### src/rtl/riscv_pkg.sv
// Definitions shared by the execute-stage units: divider op codes, divider FSM
// states, ALU-compatible flag bit positions and the fixed divider latency.
package riscv_pkg;

    localparam logic [1:0] DIV_OP_DIV  = 2'b00;
    localparam logic [1:0] DIV_OP_DIVU = 2'b01;
    localparam logic [1:0] DIV_OP_REM  = 2'b10;
    localparam logic [1:0] DIV_OP_REMU = 2'b11;

    typedef enum logic [1:0] {
        ST_IDLE = 2'd0,
        ST_CALC = 2'd1,
        ST_FIX  = 2'd2,
        ST_DONE = 2'd3
    } div_state_e;

    localparam int FLAG_N = 3;
    localparam int FLAG_Z = 2;
    localparam int FLAG_C = 1;
    localparam int FLAG_V = 0;

    localparam int DIV_LATENCY = 34;

endpackage

### src/rtl/div_step.sv
// One restoring-division iteration: shift {rem, quo} left, trial-subtract the
// divisor magnitude and keep the difference when it does not go negative.
module div_step #(
    parameter int WIDTH = 32
) (
    input  logic [WIDTH-1:0] i_rem,
    input  logic [WIDTH-1:0] i_quo,
    input  logic [WIDTH-1:0] i_div,
    output logic [WIDTH-1:0] o_rem,
    output logic [WIDTH-1:0] o_quo
);

    logic [WIDTH:0]   w_rem_sh;
    logic [WIDTH+1:0] w_trial;

    assign w_rem_sh = {i_rem, i_quo[WIDTH-1]};
    // Extra headroom bit makes the sign of the trial difference unambiguous.
    assign w_trial  = {1'b0, w_rem_sh} - {2'b00, i_div};

    always_comb begin
        o_quo = {i_quo[WIDTH-2:0], ~w_trial[WIDTH+1]};
        o_rem = w_trial[WIDTH+1] ? w_rem_sh[WIDTH-1:0] : w_trial[WIDTH-1:0];
    end

endmodule

### src/rtl/div_unit.sv
// RV32M DIV/DIVU/REM/REMU unit: magnitude restoring divider, one quotient bit
// per cycle, followed by a sign/special-case fix cycle and a one-cycle done.
module div_unit
    import riscv_pkg::*;
#(
    parameter int WIDTH = 32
) (
    input  logic             clk,
    input  logic             reset,
    input  logic             start,
    input  logic [1:0]       op,
    input  logic [WIDTH-1:0] a,
    input  logic [WIDTH-1:0] b,
    output logic             busy,
    output logic             done,
    output logic [WIDTH-1:0] result,
    output logic [3:0]       flags
);

    localparam logic [WIDTH-1:0] MOST_NEG = {1'b1, {(WIDTH-1){1'b0}}};
    localparam logic [4:0]       LAST_IT  = 5'(WIDTH - 1);

    div_state_e       r_state;
    logic [4:0]       r_cnt;
    logic [WIDTH-1:0] r_rem, r_quo, r_div, r_a;
    logic             r_is_rem, r_neg_q, r_neg_r, r_div0, r_ovf;
    logic             r_busy, r_done;
    logic [WIDTH-1:0] r_result;
    logic [3:0]       r_flags;

    logic             w_accept, w_signed;
    logic [WIDTH-1:0] w_a_mag, w_b_mag;
    logic [WIDTH-1:0] w_rem_next, w_quo_next;
    logic [WIDTH-1:0] w_quo_fix, w_rem_fix, w_res_fix;
    logic [3:0]       w_flags_fix;

    assign w_accept = start && (r_state == ST_IDLE || r_state == ST_DONE);
    assign w_signed = ~op[0];
    assign w_a_mag  = (w_signed && a[WIDTH-1]) ? -a : a;
    assign w_b_mag  = (w_signed && b[WIDTH-1]) ? -b : b;

    div_step #(.WIDTH(WIDTH)) u_step (
        .i_rem (r_rem),
        .i_quo (r_quo),
        .i_div (r_div),
        .o_rem (w_rem_next),
        .o_quo (w_quo_next)
    );

    // Special cases override the magnitude result; the iterations still run.
    always_comb begin
        w_quo_fix = r_neg_q ? -r_quo : r_quo;
        w_rem_fix = r_neg_r ? -r_rem : r_rem;
        if (r_div0) begin
            w_quo_fix = '1;
            w_rem_fix = r_a;
        end else if (r_ovf) begin
            w_quo_fix = MOST_NEG;
            w_rem_fix = '0;
        end
        w_res_fix           = r_is_rem ? w_rem_fix : w_quo_fix;
        w_flags_fix         = 4'b0000;
        w_flags_fix[FLAG_N] = w_res_fix[WIDTH-1];
        w_flags_fix[FLAG_Z] = (w_res_fix == '0);
        w_flags_fix[FLAG_C] = 1'b0;
        w_flags_fix[FLAG_V] = r_ovf && !r_is_rem;
    end

    always_ff @(posedge clk) begin
        if (reset) begin
            r_state  <= ST_IDLE;
            r_cnt    <= '0;
            r_rem    <= '0;
            r_quo    <= '0;
            r_div    <= '0;
            r_a      <= '0;
            r_is_rem <= 1'b0;
            r_neg_q  <= 1'b0;
            r_neg_r  <= 1'b0;
            r_div0   <= 1'b0;
            r_ovf    <= 1'b0;
            r_busy   <= 1'b0;
            r_done   <= 1'b0;
            r_result <= '0;
            r_flags  <= '0;
        end else begin
            case (r_state)
                ST_IDLE, ST_DONE: begin
                    r_done <= 1'b0;
                    if (w_accept) begin
                        r_state  <= ST_CALC;
                        r_busy   <= 1'b1;
                        r_cnt    <= '0;
                        r_rem    <= '0;
                        r_quo    <= w_a_mag;
                        r_div    <= w_b_mag;
                        r_a      <= a;
                        r_is_rem <= op[1];
                        r_neg_q  <= w_signed && (a[WIDTH-1] ^ b[WIDTH-1]);
                        r_neg_r  <= w_signed && a[WIDTH-1];
                        r_div0   <= (b == '0);
                        r_ovf    <= w_signed && (a == MOST_NEG) && (b == '1);
                    end else begin
                        r_state <= ST_IDLE;
                    end
                end
                ST_CALC: begin
                    r_rem <= w_rem_next;
                    r_quo <= w_quo_next;
                    r_cnt <= r_cnt + 5'd1;
                    if (r_cnt == LAST_IT) begin
                        r_state <= ST_FIX;
                    end
                end
                ST_FIX: begin
                    r_result <= w_res_fix;
                    r_flags  <= w_flags_fix;
                    r_busy   <= 1'b0;
                    r_done   <= 1'b1;
                    r_state  <= ST_DONE;
                end
                default: r_state <= ST_IDLE;
            endcase
        end
    end

    assign busy   = r_busy;
    assign done   = r_done;
    assign result = r_result;
    assign flags  = r_flags;

endmodule

### config.mk
export PLATFORM = sky130hd
export DESIGN_NAME = div_unit
export DESIGN_NICKNAME = d
export VERILOG_FILES = /design/src/rtl/riscv_pkg.sv /design/src/rtl/div_step.sv /design/src/rtl/div_unit.sv
export SDC_FILE = /design/constraint.sdc
export NUM_CORES = 1
export LEC_CHECK = 0
export CAP_MARGIN = 40
export CORE_MARGIN = 2
export CORE_UTILIZATION = 45
export CTS_BUF_LIST = sky130_fd_sc_hd__clkbuf_4
export CTS_CLUSTER_SIZE = 12
export DETAILED_ROUTE_END_ITERATION = 8
export PLACE_DENSITY = 0.68
export REMOVE_ABC_BUFFERS = 1
export SLEW_MARGIN = 20
export SYNTH_ARGS = -nofsm -noshare
export SYNTH_HDL_FRONTEND = slang
export SYNTH_SLANG_ARGS = --single-unit
### constraint.sdc
create_clock -name clk -period 8.2 [get_ports clk]
set_input_delay 1.64 -clock clk [delete_from_list [all_inputs] [get_ports clk]]
set_output_delay 1.64 -clock clk [all_outputs]
set_load 0.1 [all_outputs]
**Yosys cells after proc, flatten, opt, wreduce, memory -nomap -nowiden**

Index checks and enable logic that the tools add are counted.

- Memory bits (read-only): 0
- Output and inout port bits: 38
- Input port bits: 69
- Bits in registers: 177
- Bits in latches: 0
- Word-level logic and storage cells: 72
- Memories kept: 0
- Bits in writable memories: 0

- Mux-type cells: 22
- Magnitude comparators: 0
- Divide/modulo/power cells: 0
- Eq/ne operators: 8
- Reductions and logical operators: 18
- $mul: 0
- Shift-type cells: 0
- $add $sub $neg: 6
- Bitwise gates (word level): 3

Operators with widths:

| operator | number |
|---|---|
| $mux W32 | 12 |
| $neg A32 Y32 | 4 |
| $pmux W32 S2 | 2 |
| $eq A32 B32 Y1 const B | 2 |
| $logic_not A32 Y1 | 2 |
| $sub A33 B32 Y34 | 1 |
| $pmux W5 S2 | 1 |
| $logic_and A1 B1 Y1 | 7 |
| $pmux W2 S3 | 1 |
| $reduce_and A2 Y1 | 3 |
| $add A5 B1 Y5 const B | 1 |
| $eq A5 B5 Y1 const B | 1 |
| $mux W5 | 1 |
| $eq A2 B2 Y1 const B | 2 |
| $ne A2 B2 Y1 const B | 2 |
| $pmux W1 S2 | 2 |
| $reduce_bool A2 Y1 | 2 |
| $eq A2 B1 Y1 const B | 1 |
| $logic_not A2 Y1 | 1 |
| $mux W1 | 2 |
| $mux W2 | 1 |
| $not A1 Y1 | 2 |
| $reduce_or A2 Y1 | 1 |
| $logic_not A1 Y1 | 1 |
| other kinds (2) | 2 |

**Depth between registers and ports, before layout**

Gate-level depths: netlist of the first run.

- Depth in word-level cells: 6
- Mapped depth: 13
- Gate-level depth less buffers: 12

**Modules after synthesis**

From an unflattened synthesis of the first run, not the netlist that was laid out.

- Cells, all modules: 1804
- Area, all modules: 13112.6 um2

By module, submodules not included:

| module | area each (um2) | times used | cells an instance | seq. area each (um2) |
|---|---|---|---|---|
| div_unit | 10506.3 | 1 | 1401 | 3523.4 |
| div_step | 2606.2 | 1 | 403 | 0.0 |

**Worst setup path before layout of the first run**

OpenSTA, ideal clock, no wires.

- Path type: in2reg
- Start point: input b[4]
- End point: register r_div[28]
- Library setup time: 0.086 ns
- Path buffers: 0
- Data arrival time: 3.956 ns
- Setup slack: 4.159 ns
- Cell stages on the path: 9
- Data required time: 8.114 ns
- Cell sequence: or4_1 -> nor3_1 -> and3_1 -> nand2_1 -> or4_1 -> nor2_1 -> a21oi_1 -> xnor2_1 -> a211oi_1

- Longest elaborated chain between the ends: 2

Ends and longest elaborated chain:

| what | line | source |
|---|---|---|
| start: declaration | div_unit.sv:13 | `input logic [WIDTH-1:0] b,` |
| $neg A32 Y32 | div_unit.sv:40 | `assign w_b_mag = (w_signed && b[WIDTH-1]) ? -b : b;` |
| $mux W32 | div_unit.sv:40 |  |
| end signal: assignment | div_unit.sv:96 | `r_div <= w_b_mag;` |
| end: declaration | div_unit.sv:25 | `logic [WIDTH-1:0] r_rem, r_quo, r_div, r_a;` |

Every way passes these cells.
A chain may end at the register's enable or synchronous reset.

**Worst setup path after layout of the first run**

- Start point: input b[4]
- End point: register r_div[30]

Same word-level chain as after synthesis.

==> results of run 1 <==
-- layout by cell type, fill, tap and decap left out, types with 40 or more instances in the layout --
cell type	count
nand2_1	232
nor2_1	188
dfxtp_1	176
a21oi_1	167
o21ai_0	124
clkdlybuf4s50_1	104
xor2_1	66
xnor2_1	60
a211oi_1	60
inv_1	56
ha_1	40
-- routing by layer --
layer  wire (um)  track usage
met1       16200        0.355
met2       16700        0.413
met3        3190       0.0611
met4         869       0.0821
met5           0            0
-- worst min-delay path, stage by stage, from the launching register on --
cell and delay, ps:
dfxtp_1 340, nand2_1 50, a21oi_1 50
-- flip-flops by register name, summed over array words and instances (netlist names) --
register  count
r_ovf         1
r_state       2
r_neg_r       1
r_rem        32
r_div        32
r_quo        32
flags         2
r_div0        1
busy          1
r_cnt         5
done          1
r_is_rem      1
r_neg_q       1
r_a          32
result       32
-- how the worst max path moves through the flow --
stage | startpoint | end | slack [ps] | depth (start not counted)
2_1_floorplan | r_rem[5] | r_rem[28] | 3230 | 10
5_1_grt | b[4] | r_div[30] | 3590 | 10
3_5_place_dp | b[4] | r_div[30] | 3250 | 10
4_1_cts | b[4] | r_div[30] | 3860 | 10
3_3_place_gp | b[4] | r_div[28] | 3380 | 10
6_report | b[4] | r_div[30] | 3810 | 10
-- cell families (layout without fill, tap and decap cells) --
family	Yosys count	in the layout
simple gates	602	602
compound gates	496	496
flops	176	176
buf+inv	161	250
xor+xnor	126	126
fa+ha+maj	43	43
mux	25	25
other cells	1	2
-- per-stage QoR --
stage / std cells / util
after floorplan: 1526 / -
after global placement: 1982 / 0.503
after detailed placement: 2021 / 0.525
after CTS: 2052 / 0.536
after global routing: 2055 / 0.537
final: 2055 / 0.537
-- final cells by class --
class / instances / area (um^2)
Clock buffer: 17 / 128
Sequential cell: 176 / 3520
Multi-Input combinational cell: 1293 / 7770
Tap cell: 335 / 419
Timing Repair Buffer: 162 / 1780
Antenna cell: 1 / 2.50
Inverter: 57 / 214
Clock inverter: 14 / 166
Fill cell: 2520 / 12100
-- where the power goes --
part | switching, mW | internal, mW | total, mW
clock | 0.328 | 0.211 | 0.539
combinational | 1.55 | 0.855 | 2.41
sequential | 0.187 | 1.06 | 1.25
total | 2.07 | 2.13 | 4.20
==> key figures, run 1 <==
Timing
  – Final hold vios: 0
  – Final count of negative-setup-slack endpoints: 0
  – Setup TNS: 0 ps
  – Worst-Margin Slew: between 900 and 1000 ps
  – Worst setup slack after layout: about 3800 ps
  – Minimum clock period: around 4400 ps
  – Hold WS: between 400 and 500 ps
  – Max Freq: about 0.23 GHz
  – Relative slew slack: 0.380
  – Part of the cycle the worst path needs: 0.536
  – Clk_skew: between 20 and 30 ps
  – Fin. max-slew vios: 0
  – Unrepaired setup endpoints after global routing: false

Routing
  – Post-DRT Antenna Nets: 0
  – DRC viols: 0
  – WL per Instance: around 18 um
  – Via Count: roughly 12000
  – Initial DRC Count: around 1100
  – Number of vias per cell: 5.95
  – Final WL: about 37 mm
  – Drt pass-1 iters: 7

Flow run
  – Max Cap Violations: 0

Synthesis
  – Seq/Total Area, Yosys: 0.294
  – Synthesized instance count: ~1600
  – Netlist cell types: slightly below 80
  – Synth top area cells: dfxtp_1 (29%), nand2_1 (7.3%), a21oi_1 (7.0%)
  – Commonest cells post-synth: nand2_1 (232), nor2_1 (189), dfxtp_1 (176), a21oi_1 (167), o21ai_0 (124)
  – Post-synth top area share: 0.294
  – Most frequent cell after synthesis: nand2_1
  – Synth Area in Adders: 0.0456
  – Synth Area in XOR/XNOR: 0.0922
  – Number of synthesis warnings: 0
  – Synth Area in Compound Gates: 0.258
  – Mean Syn Cell Area: 7.34 um^2
  – Cell taking the most area after synthesis: dfxtp_1
  – Mux cell area share after synthesis: 0.0211
  – Post-synth ARST share: 0
  – Yosys reg bits: approximately 180
  – Largest family of logic cells by synthesized area: compound AO/OA/AOI/OAI gates
  – Post-synth EDFFs: 0
  – Synth Flop Type: dfxtp_1
  – Synth Area in Simple Gates: 0.230
  – Post-Syn Area: ~12000 um^2

Critical path
  – R2r setup slk: 4390 ps
  – Critical path peak fanout: 6
  – Critical path's top delay family: simple AND/OR/NAND/NOR gates
  – Worst path most repeated cell: or4_1
  – WS Path Type: in2reg
  – Critical path arrival: 4920 ps
  – Reg-to-Reg Start: r_rem[5]
  – CP Capture Type: flip-flop
  – Crit-path cells: clkdlybuf4s50_1 > or4_1 > nor3_1 > and3_1 > nand2_1 > or4_1 > nor2_1 > a21oi_1 > xnor2_1 > a211oi_1
  – Startpoint Class: primary input
  – Critical Path Slowest Stage Cell: or4_1
  – Worst Path Required: between 8000 and 9000 ps
  – Worst R2R Path Depth: 11
  – RR Endpoint: r_rem[28]
  – CP peak stage delay: 570 ps
  – Crit path buf inv count: 1

GRT
  – Overflow after GRT: 0
  – Antenna violations before repair: 1
  – First-pass GRT wire length: approximately 60 mm
  – Vias in the first global route: roughly 11000
  – Total track usage: 0.262
  – Largest net degree at the start of global routing: 65

Clock tree
  – # resized after CTS: 0
  – # clock sinks: roughly 180
  – Clock Latency Late Sink: 600 ps
  – CTS tree: built
  – Clock H-tree levels: 4
  – Postcts setup bufs: 0
  – Clock transition at the registers of the reported paths: 150 ps
  – Hold buffer count at CTS: 0
  – Clock Tree Root: clkbuf_4
  – CTS max path bufs: 2
  – Cts bufs inserted: 17

Cells and area
  – Design Area, Final: approximately 14000 um^2
  – NumNets Final: around 1800
  – Area growth, synth to finish: 17.0%
  – Share of cells above drive strength 1: 0.0692

Placement
  – PortBufs: between 100 and 150
  – Post-DP Area: about 14000 um^2
  – Place WS: roughly 3200 ps
  – Hpwl dp: between 20 and 30 mm
  – GP Congestion: 0.953

Floorplanning
  – Die W: about 170 um
  – I/O pin count: about 110
  – Die height: 167 um
  – Row cnt: 59
  – Core Area: around 26000 um^2
  – Initial core utilization: 0.459
  – DIE AREA: 27900 um^2

Hold path
  – Hold Path Sink: r_a[11]
  – Hold Crit Start: r_a[11]
  – Hold Crit Class: reg2reg
  – Worst hold path depth: 2

Outcome
  – Status: complete, no violations

Power and ir drop
  – PwrDens: 300 nW/um^2
  – VDD IR max: roughly 0.33 mV
  – Leakage: slightly above 5 nW
  – Power Total: roughly 4.2 mW
Note: power is estimated with default switching activity, not from simulation.
==> run 2, diff against run 1 <==
Settings changed: PLACE_DENSITY 0.68 to 0.7.
Clock period 8.2 ns to 3.9 ns, I/O delays scaled along.
==> run 2 against run 1 <==
  * Die area is the same
  * Via count is essentially flat
  * Global-route usage shrank 0.068 points
  * Utilization grew 1.1 points
  * Sequential share of layout area shrank 0.52 points
  * Sequential power grew 110%
  * Combinational power grew 120%
  * First-iteration DRC count grew 7.6%
  * Cell count grew 1.4%
  * Count of clock-buffer cells in the layout is the same
  * Non-clock buffer count grew 27
  * Critical path type is now reg2reg
==> key figures, run 2 (same netlist as run 1, synthesis figures left out) <==
Routing
  – DRC viols: 0
  – Final WL: roughly 37 mm
  – Number of vias per cell: 5.86
  – Drt pass-1 iters: 5
  – Via Count: 12212
  – WL per Instance: 17.7 um
  – Post-DRT Antenna Nets: 0
  – Initial DRC Count: 1143

Critical path
  – WS Path Type: reg2reg
  – Critical path peak fanout: 8
  – Startpoint Class: flip-flop
  – Crit path buf inv count: 0
  – CP Capture Type: flip-flop
  – Stages on the worst setup path: 9
  – Critical path's top delay family: simple AND/OR/NAND/NOR gates
  – CP peak stage delay: 630 ps
  – Crit-path cells: nor4_2 > nand2_1 > nor2_1 > mux2_2 > a221oi_2 > and3_1 > nand4_1 > or4_1 > o31ai_2
  – Critical Path Slowest Stage Cell: or4_1
  – Worst Path Required: between 4000 and 5000 ps
  – Critical path arrival: 3880 ps
  – Worst R2R Path Depth: 9

Clock tree
  – # clock sinks: between 150 and 200
  – Clock Latency Late Sink: about 600 ps
  – Postcts setup bufs: 0
  – Clock H-tree levels: 4
  – Hold buffer count at CTS: 0
  – CTS tree: built
  – Clock transition at the registers of the reported paths: around 150 ps
  – Cts bufs inserted: 17
  – Clock Tree Root: clkbuf_4
  – CTS max path bufs: 2
  – # resized after CTS: 0

Floorplanning
  – Initial core utilization: 0.459
  – I/O pin count: between 100 and 150
  – Die W: between 150 and 200 um
  – Row cnt: 59
  – DIE AREA: 27900 um^2
  – Die height: about 170 um
  – Core Area: roughly 26000 um^2

Power and ir drop
  – Power Total: about 9 mW
  – Leakage: 5.32 nW
  – VDD IR max: 0.665 mV
  – PwrDens: 630 nW/um^2

Hold path
  – Hold Crit Class: reg2reg
  – Worst hold path depth: 2

Cells and area
  – NumNets Final: ~1800
  – Most frequent cells in the layout: nand2_1 (232), nor2_1 (188), dfxtp_1 (176)
  – Share of cells above drive strength 1: 0.0859
  – Area growth, synth to finish: 19.5%
  – Most common cell after layout, fill and taps aside: nand2_1

Outcome
  – Status: complete, no violations

GRT
  – First-pass GRT wire length: between 50 and 60 mm
  – Largest net degree at the start of global routing: 70
  – Antenna violations before repair: 1
  – Overflow after GRT: 0
  – Vias in the first global route: ~11000
  – Total track usage: 0.261

Placement
  – Hpwl dp: about 28 mm
  – PortBufs: between 100 and 150
  – GP Congestion: between 0.9 and 1

Timing
  – Worst-Margin Slew: 795 ps
  – Minimum clock period: 3370 ps
  – Part of the cycle the worst path needs: 0.865
  – Final count of negative-setup-slack endpoints: 0
  – Clk_skew: 40.0 ps
  – Fin. max-slew vios: 0
  – Unrepaired setup endpoints after global routing: false
  – Hold WS: roughly 470 ps
  – Final hold vios: 0
  – Relative slew slack: 0.468
  – Max Freq: ~0.30 GHz

Flow run
  – Max Cap Violations: 0
-- run 2: changes by cell type in the layout (fill, tap and decap cells not counted), moves of 2 or more --
cell        delta
buf_4         +26
buf_16         +5
buf_8          -5
inv_6          +4
clkinv_1       -2
clkinv_4       -2
clkinvlp_4     +2
-- run 2: cell type report --
type                    count  area, um^2
repair buffers            189        2060
flip-flops and latches    176        3520
clock inverters            15         180
multi-input cells        1293        7770
well taps                 335         419
fillers                  2494       11800
diodes                      1        2.50
inverters                  57         214
clock buffers              17         128
-- run 2: worst paths after layout --
check | end | slack (ps) | from
worst min register to register | r_a[29] | 470 | r_a[29]
worst max register to register | flags[2] | 530 | r_quo[2]
worst min-delay path | r_a[29] | 470 | r_a[29]
worst max-delay path | flags[2] | 530 | r_quo[2]
-- run 2: worst reg2reg max path, cell delays in order, from the launching register on --
cell	delay, ps
dfxtp_1	420
nor4_2	590
nand2_1	130
nor2_1	140
mux2_2	350
a221oi_2	430
and3_1	210
nand4_1	190
or4_1	630
o31ai_2	220
-- run 2: through the flow --
| step | setup WS, ps | std cells | cell area [um^2] | util | TNS, ps |
|---|---|---|---|---|---|
| 2_1_floorplan | -1070 | 1526 | 11500 | - | -28360 |
| 3_3_place_gp | 168 | 2011 | 13300 | 0.511 | 0 |
| 3_5_place_dp | 90.5 | 2049 | 14000 | 0.536 | 0 |
| 4_1_cts | 555 | 2081 | 14300 | 0.548 | 0 |
| 5_1_grt | 298 | 2083 | 14300 | 0.549 | 0 |
| 6_report | 526 | 2083 | 14300 | 0.549 | 0 |
-- run 2: metal layers --
metal,vias to the layer above,global-route usage,share of wire
li1,6023,-,-
met1,5658,0.360,0.45
met2,462,0.412,0.45
met3,69,0.0449,0.074
met4,0,0.0903,0.027
met5,-,0,0
-- run 2: where the power goes --
part | switching [mW] | leakage (nW) | total [mW] | internal [mW]
registers | 0.380 | 1.44 | 2.61 | 2.23
clock network | 0.696 | 0.161 | 1.15 | 0.452
logic | 3.34 | 3.72 | 5.24 | 1.90
==> run 3, diff against run 2 <==
Settings changed: PLACE_DENSITY 0.7 to 0.75.
==> run 3 against run 2 <==
  * Cell area decreased by 0.55%
  * Clock skew decreased by 7.7 ps
  * Cell count decreased by 0.19%
  * Hold slack got worse by 2.7 ps
  * Sequential cell count unchanged
  * First-iteration DRC count increased by 11%
  * Non-clock buffer count decreased by 3
  * Count of clock-buffer cells in the layout increased by 3
  * Sequential power about the same
  * Sequential share of layout area increased by 0.14 points
  * Critical path type unchanged
  * Largest power group unchanged
==> key figures, run 3 (same netlist as run 1, synthesis figures left out) <==
Outcome
  – Status: complete, no violations

Flow run
  – Max Cap Violations: 0

Placement
  – Hpwl dp: 27.7 mm
  – Placed Cells: slightly above 2000
  – Post-DP Area: 13900 um^2
  – PortBufs: around 110
  – GP Congestion: 0.913

Floorplanning
  – Die W: 167 um
  – I/O pin count: 107
  – Core Area: 26100 um^2
  – Row cnt: 59
  – Initial core utilization: 0.459
  – Die height: between 150 and 200 um
  – DIE AREA: ~28000 um^2

Routing
  – Initial DRC Count: between 1000 and 1500
  – Via Count: 12339
  – Final WL: between 30 and 40 mm
  – Post-DRT Antenna Nets: 0
  – Drt pass-1 iters: 5
  – Number of vias per cell: between 5 and 6
  – WL per Instance: approximately 18 um
  – DRC viols: 0

Cells and area
  – Most frequent cells in the layout: nand2_1 (232), nor2_1 (188), dfxtp_1 (176)
  – Share of cells above drive strength 1: 0.0826
  – Non-filler instance count after layout: around 2100
  – Most common cell after layout, fill and taps aside: nand2_1
  – Area growth, synth to finish: 18.8%
  – NumNets Final: roughly 1800
  – Design Area, Final: ~14000 um^2
  – Final Util: 0.546

Critical path
  – Startpoint Class: flip-flop
  – Critical path peak fanout: 8
  – WS Path Type: reg2reg
  – R2r setup slk: between 400 and 500 ps
  – Critical path arrival: 3930 ps
  – Worst Path Required: 4420 ps
  – CP Capture Type: flip-flop

GRT
  – Largest net degree at the start of global routing: 144
  – First-pass GRT wire length: 59.4 mm
  – Antenna violations before repair: 1
  – Total track usage: 0.261
  – Overflow after GRT: 0
  – Vias in the first global route: 11366

Timing
  – Max Freq: between 0.2 and 0.3 GHz
  – Worst-Margin Slew: 833 ps
  – Setup TNS: 0 ps
  – Final hold vios: 0
  – Fin. max-slew vios: 0
  – Clk_skew: 32.3 ps
  – Relative slew slack: 0.437
  – Part of the cycle the worst path needs: 0.875
  – Final count of negative-setup-slack endpoints: 0
  – Unrepaired setup endpoints after global routing: false
  – Minimum clock period: 3410 ps

Clock tree
  – Clock Latency Late Sink: about 600 ps
  – Cts bufs inserted: 17
  – Hold buffer count at CTS: 0
  – CTS tree: built
  – Clock H-tree levels: 4
  – CTS max path bufs: 2
  – # resized after CTS: 0
  – # clock sinks: 176
  – Clock transition at the registers of the reported paths: ~150 ps
  – Postcts setup bufs: 0
  – Clock Tree Root: clkbuf_4

Power and ir drop
  – Power Total: ~9 mW
  – Leakage: ~5.3 nW
  – VDD IR max: approximately 0.59 mV
  – PwrDens: 630 nW/um^2

Hold path
  – Hold Crit Class: reg2reg
## run 3: area by class of cell
cell class	instances	area [um^2]
Multi-Input combinational cell	1293	7770
Timing Repair Buffer	186	2000
Fill cell	2486	11800
Sequential cell	176	3520
Clock inverter	11	141
Tap cell	335	419
Inverter	57	214
Clock buffer	20	150
Antenna cell	1	2.50
## run 3: layer usage
layer	GRT usage	share of wire	vias up
li1	-	-	6011
met1	0.353	0.44	5769
met2	0.423	0.46	492
met3	0.0475	0.079	67
met4	0.0795	0.024	0
met5	0	0	-
## run 3: path summary, 6_finish.rpt
path | from | cells past startpoint | end
worst min register to register | r_a[26] | 2 | r_a[26]
worst max register to register | r_quo[2] | 10 | flags[2]
worst max-delay path | r_quo[2] | 10 | flags[2]
worst min-delay path | r_a[26] | 2 | r_a[26]
## run 3: power by group
part           internal, mW  total [mW]  switching, mW  leakage (nW)
Clock                 0.459        1.12          0.659         0.158
Sequential             2.23        2.62          0.385          1.44
Combinational          1.86        5.23           3.37          3.69
Total                  4.55        8.96           4.41          5.29
## run 3: metrics by stage
| step | worst slack [ps] | hold WS [ps] |
|---|---|---|
| floorplan | -1070 | 425 |
| global placement | 263 | 440 |
| detailed placement | 148 | 443 |
| CTS | 556 | 462 |
| global route | 310 | 490 |
| finish | 489 | 463 |
## run 3: critical path: stages, from the launching register on
cell	delay [ps]
dfxtp_1	410
nor4_2	600
nand4b_1	420
buf_4	290
nor2_1	110
or3_1	120
a21oi_1	60
nor3_1	300
nand4_1	210
or4_1	590
o31ai_2	220
